--- src/rtl/led_frame_shifter.sv ---
// Serialises a frame of per-LED colour words MSB-first, one bit per handshake, with LED/bit tracking.
// Define LED_FRAME_DBUF_EN to add a shadow register so the next frame can be queued during SEND.
module led_frame_shifter #(
  parameter int NUM_LEDS     = 5,
  parameter int BITS_PER_LED = 24,
  localparam int W   = NUM_LEDS * BITS_PER_LED,
  localparam int LIW = (NUM_LEDS > 1) ? $clog2(NUM_LEDS) : 1,
  parameter logic [W-1:0] DEFAULT_FRAME = '0
) (
  input  logic           clk,
  input  logic           reset,
  input  logic [W-1:0]   frame_data,
  input  logic           frame_valid,
  output logic           frame_ready,
  input  logic           repeat_mode,
  output logic           bit_out,
  output logic           bit_valid,
  input  logic           bit_ready,
  output logic [LIW-1:0] led_index,
  output logic           frame_done,
  output logic           busy
);

  localparam int CW = (BITS_PER_LED > 1) ? $clog2(BITS_PER_LED) : 1;
  localparam logic [CW-1:0]  LAST_BIT = CW'(BITS_PER_LED - 1);
  localparam logic [LIW-1:0] LAST_LED = LIW'(NUM_LEDS - 1);

  typedef enum logic {IDLE, SEND} state_t;

  state_t         state, stateNext;
  logic [W-1:0]   shiftReg, shiftNext;
  logic [CW-1:0]  bitCnt, bitCntNext;
  logic [LIW-1:0] ledIdx, ledIdxNext;
  logic           frameDone, frameDoneNext;
  logic           load, lastBit;
`ifdef LED_FRAME_DBUF_EN
  logic [W-1:0]   shadow, shadowNext;
  logic           pending, pendingNext;
`endif

  assign bit_out    = shiftReg[W-1];
  assign bit_valid  = (state == SEND);
  assign busy       = (state == SEND);
  assign led_index  = ledIdx;
  assign frame_done = frameDone;
`ifdef LED_FRAME_DBUF_EN
  assign frame_ready = (state == IDLE) || !pending;
`else
  assign frame_ready = (state == IDLE);
`endif

  assign load    = frame_valid && frame_ready;
  assign lastBit = (ledIdx == LAST_LED) && (bitCnt == LAST_BIT);

  always_ff @(posedge clk or negedge reset) begin
    if (!reset) state <= IDLE;
    else        state <= stateNext;
  end

  always_comb begin
    stateNext     = state;
    shiftNext     = shiftReg;
    bitCntNext    = bitCnt;
    ledIdxNext    = ledIdx;
    frameDoneNext = 1'b0;
`ifdef LED_FRAME_DBUF_EN
    shadowNext    = shadow;
    pendingNext   = pending;
`endif
    case (state)
      IDLE: begin
        if (load) begin
          shiftNext  = frame_data;
          bitCntNext = '0;
          ledIdxNext = '0;
          stateNext  = SEND;
        end
      end
      SEND: begin
`ifdef LED_FRAME_DBUF_EN
        if (load) begin
          shadowNext  = frame_data;
          pendingNext = 1'b1;
        end
`endif
        if (bit_ready) begin
          // Rotate rather than shift so the frame is intact again after W bits (repeat mode).
          shiftNext = (shiftReg << 1) | (shiftReg >> (W - 1));
          if (bitCnt == LAST_BIT) begin
            bitCntNext = '0;
            ledIdxNext = ledIdx + 1'b1;
          end else begin
            bitCntNext = bitCnt + 1'b1;
          end
          if (lastBit) begin
            frameDoneNext = 1'b1;
            ledIdxNext    = '0;
            if (!repeat_mode) stateNext = IDLE;
`ifdef LED_FRAME_DBUF_EN
            // A queued frame (or one arriving on this very edge) beats repeat and idle.
            if (pending || load) begin
              shiftNext   = pending ? shadow : frame_data;
              pendingNext = 1'b0;
              stateNext   = SEND;
            end
`endif
          end
        end
      end
      default: stateNext = IDLE;
    endcase
  end

  always_ff @(posedge clk or negedge reset) begin
    if (!reset) begin
      shiftReg  <= DEFAULT_FRAME;
      bitCnt    <= '0;
      ledIdx    <= '0;
      frameDone <= 1'b0;
    end else begin
      shiftReg  <= shiftNext;
      bitCnt    <= bitCntNext;
      ledIdx    <= ledIdxNext;
      frameDone <= frameDoneNext;
    end
  end

`ifdef LED_FRAME_DBUF_EN
  always_ff @(posedge clk or negedge reset) begin
    if (!reset) begin
      shadow  <= DEFAULT_FRAME;
      pending <= 1'b0;
    end else begin
      shadow  <= shadowNext;
      pending <= pendingNext;
    end
  end
`endif

endmodule

--- config.mk ---
export PLATFORM = sky130hd
export DESIGN_NAME = led_frame_shifter
export DESIGN_NICKNAME = d
export VERILOG_FILES = /design/src/rtl/led_frame_shifter.sv
export SDC_FILE = /design/constraint.sdc
export NUM_CORES = 1
export LEC_CHECK = 0
export CORE_MARGIN = 2
export CORE_UTILIZATION = 40
export DETAILED_ROUTE_END_ITERATION = 8
export DONT_BUFFER_PORTS = 1
export PLACE_DENSITY = 0.67
export SLEW_MARGIN = 20
export SYNTH_ARGS = -nofsm -noshare
export SYNTH_HDL_FRONTEND = slang
export SYNTH_SLANG_ARGS = --single-unit
--- constraint.sdc ---
create_clock -name clk -period 1.6 [get_ports clk]
set_input_delay 0.4 -clock clk [delete_from_list [all_inputs] [get_ports clk]]
set_output_delay 0.4 -clock clk [all_outputs]
set_load 0.005 [all_outputs]
* Word level (Yosys, flattened, before mapping) *
Cells that the tools add are included.

operators by class
  divide/modulo/power cells = 0
  eq/ne operators = 5
  multiplexer cells = 20
  shift-type cells = 0
  multipliers = 0
  $add $sub $neg = 2
  reduce and logical (&&, ||, !) cells = 4
  bitwise gates (word level) = 2
  order comparisons = 0

operator list
  cell                                           number
  two-way mux 120 bit                            2
  case mux 120 bit (2 select lines)              1
  OR 120 x 1 -> 120 bit                          1
  two-way mux 5 bit                              3
  two-way mux 3 bit                              4
  case mux 5 bit (2 select lines)                1
  two-way mux 1 bit                              7
  case mux 3 bit (2 select lines)                1
  adder 5 x 1 -> 5 bit, second input constant    1
  equality test 5 bit, second input constant     1
  adder 3 x 1 -> 3 bit, second input constant    1
  equality test 3 bit, second input constant     1
  != test 3 x 1 -> 1 bit, second input constant  1
  AND reduction 3 bit                            1
  logical AND 1 bit                              2
  != test 2 x 1 -> 1 bit, second input constant  1
  != test 2 bit, second input constant           1
  case mux 1 bit (2 select lines)                1
  AND reduction 2 bit                            1
  NOT 1 bit                                      1

word-level totals
  RAM bits = 0
  memory bits (read-only) = 0
  output and inout port bits = 8
  bits in latches = 0
  memories = 0
  logic and storage cells = 38
  bits in registers = 130

* Longest topological paths before layout *
Gate-level depths: netlist of the first run.

  word-level depth = 5
  gate-level depth with buffers = 8
  depth with buffers taken out = 5

* Least setup slack after synthesis of the first run *
OpenSTA, ideal clock, no wires.

  path kind = flip-flop to flip-flop
  start = reg state, in the netlist bit_valid
  end = reg shiftReg[38]
  slack = 0.129 ns
  arrival = 1.388 ns
  stages on the path, launching flop included = 9
  library setup time = 0.083 ns
  data required time = 1.517 ns
  clock period less this slack = 1.471 ns
  buffers on the path = 5
  cell sequence = dfrtp_1 buf_6 mux2i_1 buf_4 buf_6 buf_6 buf_6 nand2_1 o21ai_0

on the way
  cells in the longest elaborated chain, start to end = 4
  elaborated cells between the ends (all ways) = 6
  classes of those cells = 2 x eq/ne; 1 x mux; 1 x bitwise; 2 x reduce/logical

RTL lines
  element                                  RTL line  source
  start, declared                          30        state_t state, stateNext;
  start signal, assigned                   57        else state <= stateNext;
  NOT 1 bit                                --
  logical AND 1 bit                        52        assign load = frame_valid && frame_ready;
  != test 2 x 1 -> 1 bit (no source line)  --
  AND reduction 2 bit (no source line)     --
  end signal, assigned                     121       shiftReg <= shiftNext;
  end, declared                            31        logic [W-1:0] shiftReg, shiftNext;

Parallel ways exist; a longest one is shown, timed or not.
A chain may end at the register's enable or synchronous reset.

* Worst setup path in the final report of the first run *
  start = reg state, in the netlist bit_valid
  end = out frame_ready

on the way
  cells in the longest elaborated chain, start to end = 1

RTL lines
  element        RTL line  source
  NOT 1 bit      --
  end, declared  14        output logic frame_ready,

Every way passes these cells.

==> impl_metrics.json, run 1 <==
{
  "start_util_pct": 40.45,
  "synth_commonest_cells": "130 x dfrtp_1, 128 x nand2_1, 121 x mux2i_1, 108 x o21ai_0, 22 x buf_2",
  "cp_max_fo": 6,
  "syn2layout_area_growth_pct": 17.41,
  "grt_pass1_vias": 4082,
  "route.detailed.drc": 0,
  "place.gp.congestion": 0.7505,
  "worstPathArrival_ns": 1.17,
  "top_usage_layer": "met2",
  "layout-drive-gt1-share_pct": 11.00,
  "ys_async_sr_fraction_pct": 100.0,
  "final-hold-violation-count": 130,
  "syn_inst": 582,
  "clock_latency_ns": 0.42,
  "dieArea_um2": 16200,
  "grtUsageTotal_pct": 16.15,
  "cts_max_path_buffers": 2,
  "synth_mux_area_share_pct": 20.10,
  "synth_top_cell_by_area": "dfrtp_1",
  "drt_pass1_iterations": 4,
  "synth-edff-count": 0,
  "core_area_um2": 15030,
  "ff2ff_path_depth": 4,
  "fill_cells": 1353,
  "fin_crit_ns": 1.571,
  "htreeDepth": 4,
  "place.detailed.hpwl_um": 7913,
  "reg2reg_slack_ns": 0.06,
  "crit_buf_inv": 2,
  "viasPerCell": 5.245,
  "p_leak_nw": 3.897,
  "violations": "hold timing",
  "io_pins": 133,
  "powerDensity_nw_per_um2": 1250,
  "cp.required_ns": 1.20,
  "yosys_warnings": 0,
  "cap_violations": 0,
  "skew_ns": 0.006492,
  "crit_type": "flip-flop to output port",
  "met3_usage_pct": 6.575,
  "drt-total-wl_um": 13150,
  "finalCritPeriodShare_pct": 98.21,
  "synth_cell_types": 33,
  "synthAdderAreaFrac_pct": 0.6173,
  "yosys.cell_count.top_type": "dfrtp_1",
  "grtUsageMet2_pct": 24.28,
  "max_freq_mhz": 636.4,
  "ys_seq_area_share_pct": 53.50,
  "grt_pass1_wl_um": 20490,
  "dieHeight_um": 127.3,
  "num_rows": 45,
  "layout.nets": 717,
  "routed-via-count": 4133,
  "ant_nets": 0,
  "final.setup.tns_ns": 0,
  "grt_max_degree": 131,
  "synth_area_um2": 6081,
  "io_buffer_count": 0,
  "regToRegEndpoint": "bit_valid",
  "initialDrtViolationCount": 239,
  "worstSetupEndpointType": "output port",
  "maxSlewViolCount": 0,
  "synth-compound-area-share_pct": 11.54,
  "synth_top_family_by_area": "multiplexers",
  "synthFlopType": "dfrtp_1",
  "rsz0062_at_grt": "true",
  "crit_chain": "buf_12, clkinv_8",
  "yosys.area_share.simple_pct": 9.712,
  "status": "complete, but fails checks",
  "timing.hold.ws_ns": -0.3243,
  "numCtsBuffers": 17,
  "ir_drop_mv": 0.6497,
  "crit_slowest_cell": "dfrtp_4",
  "syn_avg_cell_area_um2": 10.45,
  "cts_root_buf": "clkbuf_16",
  "overflow": 0,
  "antenna_cells": 0,
  "antenna_found_initial": 0,
  "cts_tree": "done",
  "grt_use_met1_pct": 20.59,
  "ys_seq_elements": 130,
  "cp_slowest_stage_delay_ns": 0.54,
  "syn-num-nets": 710,
  "post-route-util_pct": 47.49,
  "r2r-start": "bitCnt[0]",
  "max_slew.worst_pin.slew_ns": 0.2610,
  "cts_num_sinks": 130,
  "path_delay_family": "flip-flops",
  "totalPowerFinal_w": 0.008921,
  "setup_viol": 0,
  "hold_path_class": "primary input to asynchronous set/reset pin",
  "worst_setup_path_start_kind": "flip-flop",
  "synth-xor-area-share_pct": 0,
  "clkTransAtPathRegs_ns": 0.06,
  "slew_headroom_pct": 82.60,
  "yosys.area.top_type_share_pct": 53.50,
  "ys_top_cells_by_area": "dfrtp_1 53%, mux2i_1 20%, o21ai_0 8.9%",
  "die_w_um": 127.3,
  "post_drt_wl_per_cell_um": 16.69
}
how the worst max path moves through the flow:
stage                                to       from  depth (start not counted)
after floorplan            shiftReg[38]  bit_valid                          8
after global placement        bit_valid  bitCnt[0]                          4
after detailed placement  shiftReg[110]  bit_valid                          4
after CTS                     bit_valid  bit_valid                          1
after global routing        frame_ready  bit_valid                          2
final                       frame_ready  bit_valid                          2
sequential cells by signal, summed over array words and instances, names as in the netlist:
| name | cells |
|---|---|
| bit_valid | 1 |
| bitCnt | 5 |
| frame_done | 1 |
| led_index | 3 |
| shiftReg | 120 |
placed cells by master, fill, tap and decap left out, types with 3 or more instances in the layout:
master	n
nand4_1	3
dfrtp_1	129
mux2i_1	120
o21ai_1	14
buf_12	5
clkbuf_1	3
clkbuf_16	21
clkinv_2	3
clkbuf_8	5
nand2_1	128
nand3_1	4
o21ai_0	108
nand2b_1	3
inv_1	3
buf_4	18
layer usage:
metal,routed length [um],share of wire (%)
met3,883,6.7
met5,0,0
met1,5883,45
met4,242,1.8
met2,6144,47
power breakdown:
part / switching [W] / total [W] / internal, W / leakage, nW
Clock: 0.00135 / 0.00382 / 0.00247 / 0.289
Combinational: 0.000439 / 0.000899 / 0.000460 / 1.93
Sequential: 0.000336 / 0.00420 / 0.00386 / 1.67
worst reg2reg max path, cell delays in order, from the launching register on:
cell     delay (ns)
dfrtp_1        0.40
ha_2           0.24
and4b_2        0.28
nand3_1        0.13
o32a_1         0.37
what timing repair did:
action | 4_1_cts | 5_1_grt
endpoints found under the hold margin | 130 | 130
cloned | 2 | 4
pin swaps | 0 | 1
endpoints found under the setup margin | 3 | 57
setup buffers | 4 | 9
resized for setup | 3 | 12
cells by family after synthesis:
| group | count (synthesis) |
|---|---|
| flip-flops | 130 |
| AND/OR/NAND/NOR | 146 |
| multiplexers | 122 |
| AO/OA/AOI/OAI | 133 |
| buffers and inverters | 48 |
| adder cells (fa/ha/maj) | 3 |
metrics by stage:
step | area, um^2 | instances | setup WS, ns
after floorplan | 6081 | 582 | 0.1291
after global placement | 6257 | 739 | 0.06730
after detailed placement | 6257 | 739 | 0.06541
after CTS | 6943 | 775 | -0.01528
after global routing | 7139 | 788 | -0.006228
final | 7139 | 788 | 0.02859
cell type report:
cell class                      instances  area [um^2]  share of cell area [%]
Clock inverter                          5        75.07                   1.052
Inverter                                4        27.53                  0.3856
Multi-Input combinational cell        404         2572                   36.03
Tap cell                              188        235.2                   3.295
Clock buffer                           25        505.5                   7.080
Sequential cell                       130         3257                   45.62
Timing Repair Buffer                   32        466.7                   6.537
Power figures use the tool's default switching activity.
==> run 2: changes to the inputs <==
Settings changed: RECOVER_POWER set to 50.
==> results of run 2 <==
The final DEF is identical to that of run 1; final timing and power are the same.
==> run 3: changes to the inputs <==
Settings changed: CORE_MARGIN 2 to 4.
==> run 3 against run 2 <==
The run still ends with hold timing left; first-iteration DRC count fell by 25%; clock power decreased by 2%; hold slack worse by 0.0016 ns; critical path depth unchanged; largest cell class unchanged.
==> impl_metrics.json, run 3 (synthesized netlist as in run 1, its figures left out) <==
{
  "clock_latency_ns": 0.42,
  "routed-via-count": 4093,
  "place.gp.congestion": 0.7307,
  "initialDrtViolationCount": 180,
  "powerDensity_nw_per_um2": 1244,
  "io_pins": 133,
  "final_cell_mix": "129 x dfrtp_1, 128 x nand2_1, 120 x mux2i_1",
  "largest_register_ffs": 120,
  "placed_cell_area_um2": 6305,
  "skew_ns": 0.006312,
  "worstPathArrival_ns": 1.20,
  "die_w_um": 131.3,
  "p_comb_share_pct": 10.2,
  "io_buffer_count": 0,
  "totalPowerFinal_w": 0.008858,
  "antenna_found_initial": 0,
  "hold_path_class": "primary input to asynchronous set/reset pin",
  "antenna_cells": 0,
  "status": "complete, but fails checks",
  "cp_max_fo": 8,
  "cts_root_buf": "clkbuf_16",
  "dieHeight_um": 131.3,
  "setup_viol": 0,
  "p_sw_share_pct": 24.63,
  "route.detailed.drc": 0,
  "worstSetupEndpointType": "output port",
  "rsz0062_at_grt": "true",
  "cap_violations": 0,
  "grt_pass1_wl_um": 21230,
  "maxSlewViolCount": 0,
  "cts_tree": "done",
  "grt_pass1_vias": 4172,
  "max_freq_mhz": 625.1,
  "ff2ff_path_depth": 6,
  "cp.required_ns": 1.20,
  "finalCritPeriodShare_pct": 99.98,
  "fill_cells": 1321,
  "max_slew.worst_pin.slew_ns": 0.3617,
  "num_rows": 44,
  "p_leak_nw": 3.861,
  "start_util_pct": 41.37,
  "largest-register": "shiftReg",
  "power_frac_seq_pct": 47.3,
  "cts_max_path_buffers": 2,
  "crit_type": "flip-flop to output port",
  "layout.nets": 715,
  "layout-drive-gt1-share_pct": 11.19,
  "violations": "hold timing",
  "fin_area_um2": 7119,
  "layout_commonest_cell": "dfrtp_1",
  "dieArea_um2": 17240,
  "final-hold-violation-count": 130,
  "overflow": 0,
  "grtUsageTotal_pct": 15.17,
  "timing.hold.ws_ns": -0.3259,
  "final.setup.tns_ns": 0,
  "core_area_um2": 14700,
  "slew_headroom_pct": 75.89,
  "clkPwrFrac_pct": 42.5,
  "clkTransAtPathRegs_ns": 0.06,
  "ant_nets": 0,
  "post_drt_wl_per_cell_um": 16.73,
  "drt_pass1_iterations": 6,
  "worst_setup_path_start_kind": "flip-flop",
  "syn2layout_area_growth_pct": 17.08,
  "viasPerCell": 5.227,
  "drt-total-wl_um": 13100,
  "htreeDepth": 4,
  "grt_max_degree": 131,
  "ir_drop_mv": 0.7603,
  "p_int_w": 0.006677,
  "numCtsBuffers": 17,
  "fin_crit_ns": 1.600,
  "power_switching_w": 0.002182,
  "cts_num_sinks": 130,
  "place.detailed.hpwl_um": 8418
}
-- run 3: cell count changes in the layout (fill, tap and decap cells not counted), sizes merged --
cell      before  now
inv            3    4
clkbuf        29   23
clkinvlp       0    4
-- run 3: worst max-delay path, cell delays in order, from the launching register on --
cell	delay (ns)
dfrtp_4	0.49
buf_12	0.15
buf_12	0.14
-- run 3: area by class of cell --
| class | instances | area [um^2] | area share (%) |
|---|---|---|---|
| Sequential cell | 130 | 3257 | 45.75 |
| Multi-Input combinational cell | 404 | 2575 | 36.17 |
| Timing Repair Buffer | 30 | 471.7 | 6.626 |
| Clock buffer | 21 | 460.4 | 6.467 |
| Tap cell | 184 | 230.2 | 3.234 |
| Clock inverter | 10 | 110.1 | 1.547 |
| Inverter | 4 | 15.01 | 0.2109 |
-- run 3: final timing paths --
path / startpoint / slack (ns) / endpoint
min: reset / -0.33 / shiftReg[21]
max in group asynchronous: reset / 1.79 / bit_valid
min in group clk: frame_valid / 0.15 / bit_valid
min reg2reg: shiftReg[22] / 0.48 / shiftReg[22]
max: bit_valid / 0.0003 / bit_valid
max reg2reg: bit_valid / 0.0003 / shiftReg[70]
-- run 3: stage by stage --
stage,util (%),setup WS (ns),instances
after floorplan,-,0.1291,582
after global placement,42.89,0.06598,737
after detailed placement,42.89,0.05835,737
after CTS,47.63,-0.01887,776
after global routing,48.43,-0.07221,783
final,48.43,0.0003170,783
-- run 3: metal layers --
layer	share of wire, %	global-route usage [%]	vias to the layer above	routed length [um]
li1	-	-	2022	-
met1	43	18.62	1943	5594
met2	47	23.04	104	6133
met3	8.4	7.951	24	1099
met4	2.1	5.251	0	274
met5	0	0	-	0
-- run 3: power by group through the flow --
stage | registers, W | logic [W] | clock network, W
2_1_floorplan | 0.00414 | 0.000720 | 0
3_3_place_gp | 0.00421 | 0.000816 | 0
3_5_place_dp | 0.00425 | 0.000877 | 0
4_1_cts | 0.00419 | 0.000879 | 0.00387
5_1_grt | 0.00427 | 0.00107 | 0.00403
6_report | 0.00419 | 0.000903 | 0.00376
-- run 3: repair_timing --
action / CTS / global route
endpoints found under the setup margin: 3 / 101
endpoints found under the hold margin: 130 / 130
gates cloned: 2 / 2
setup buffers: 6 / 5
gates resized for setup: 5 / 5
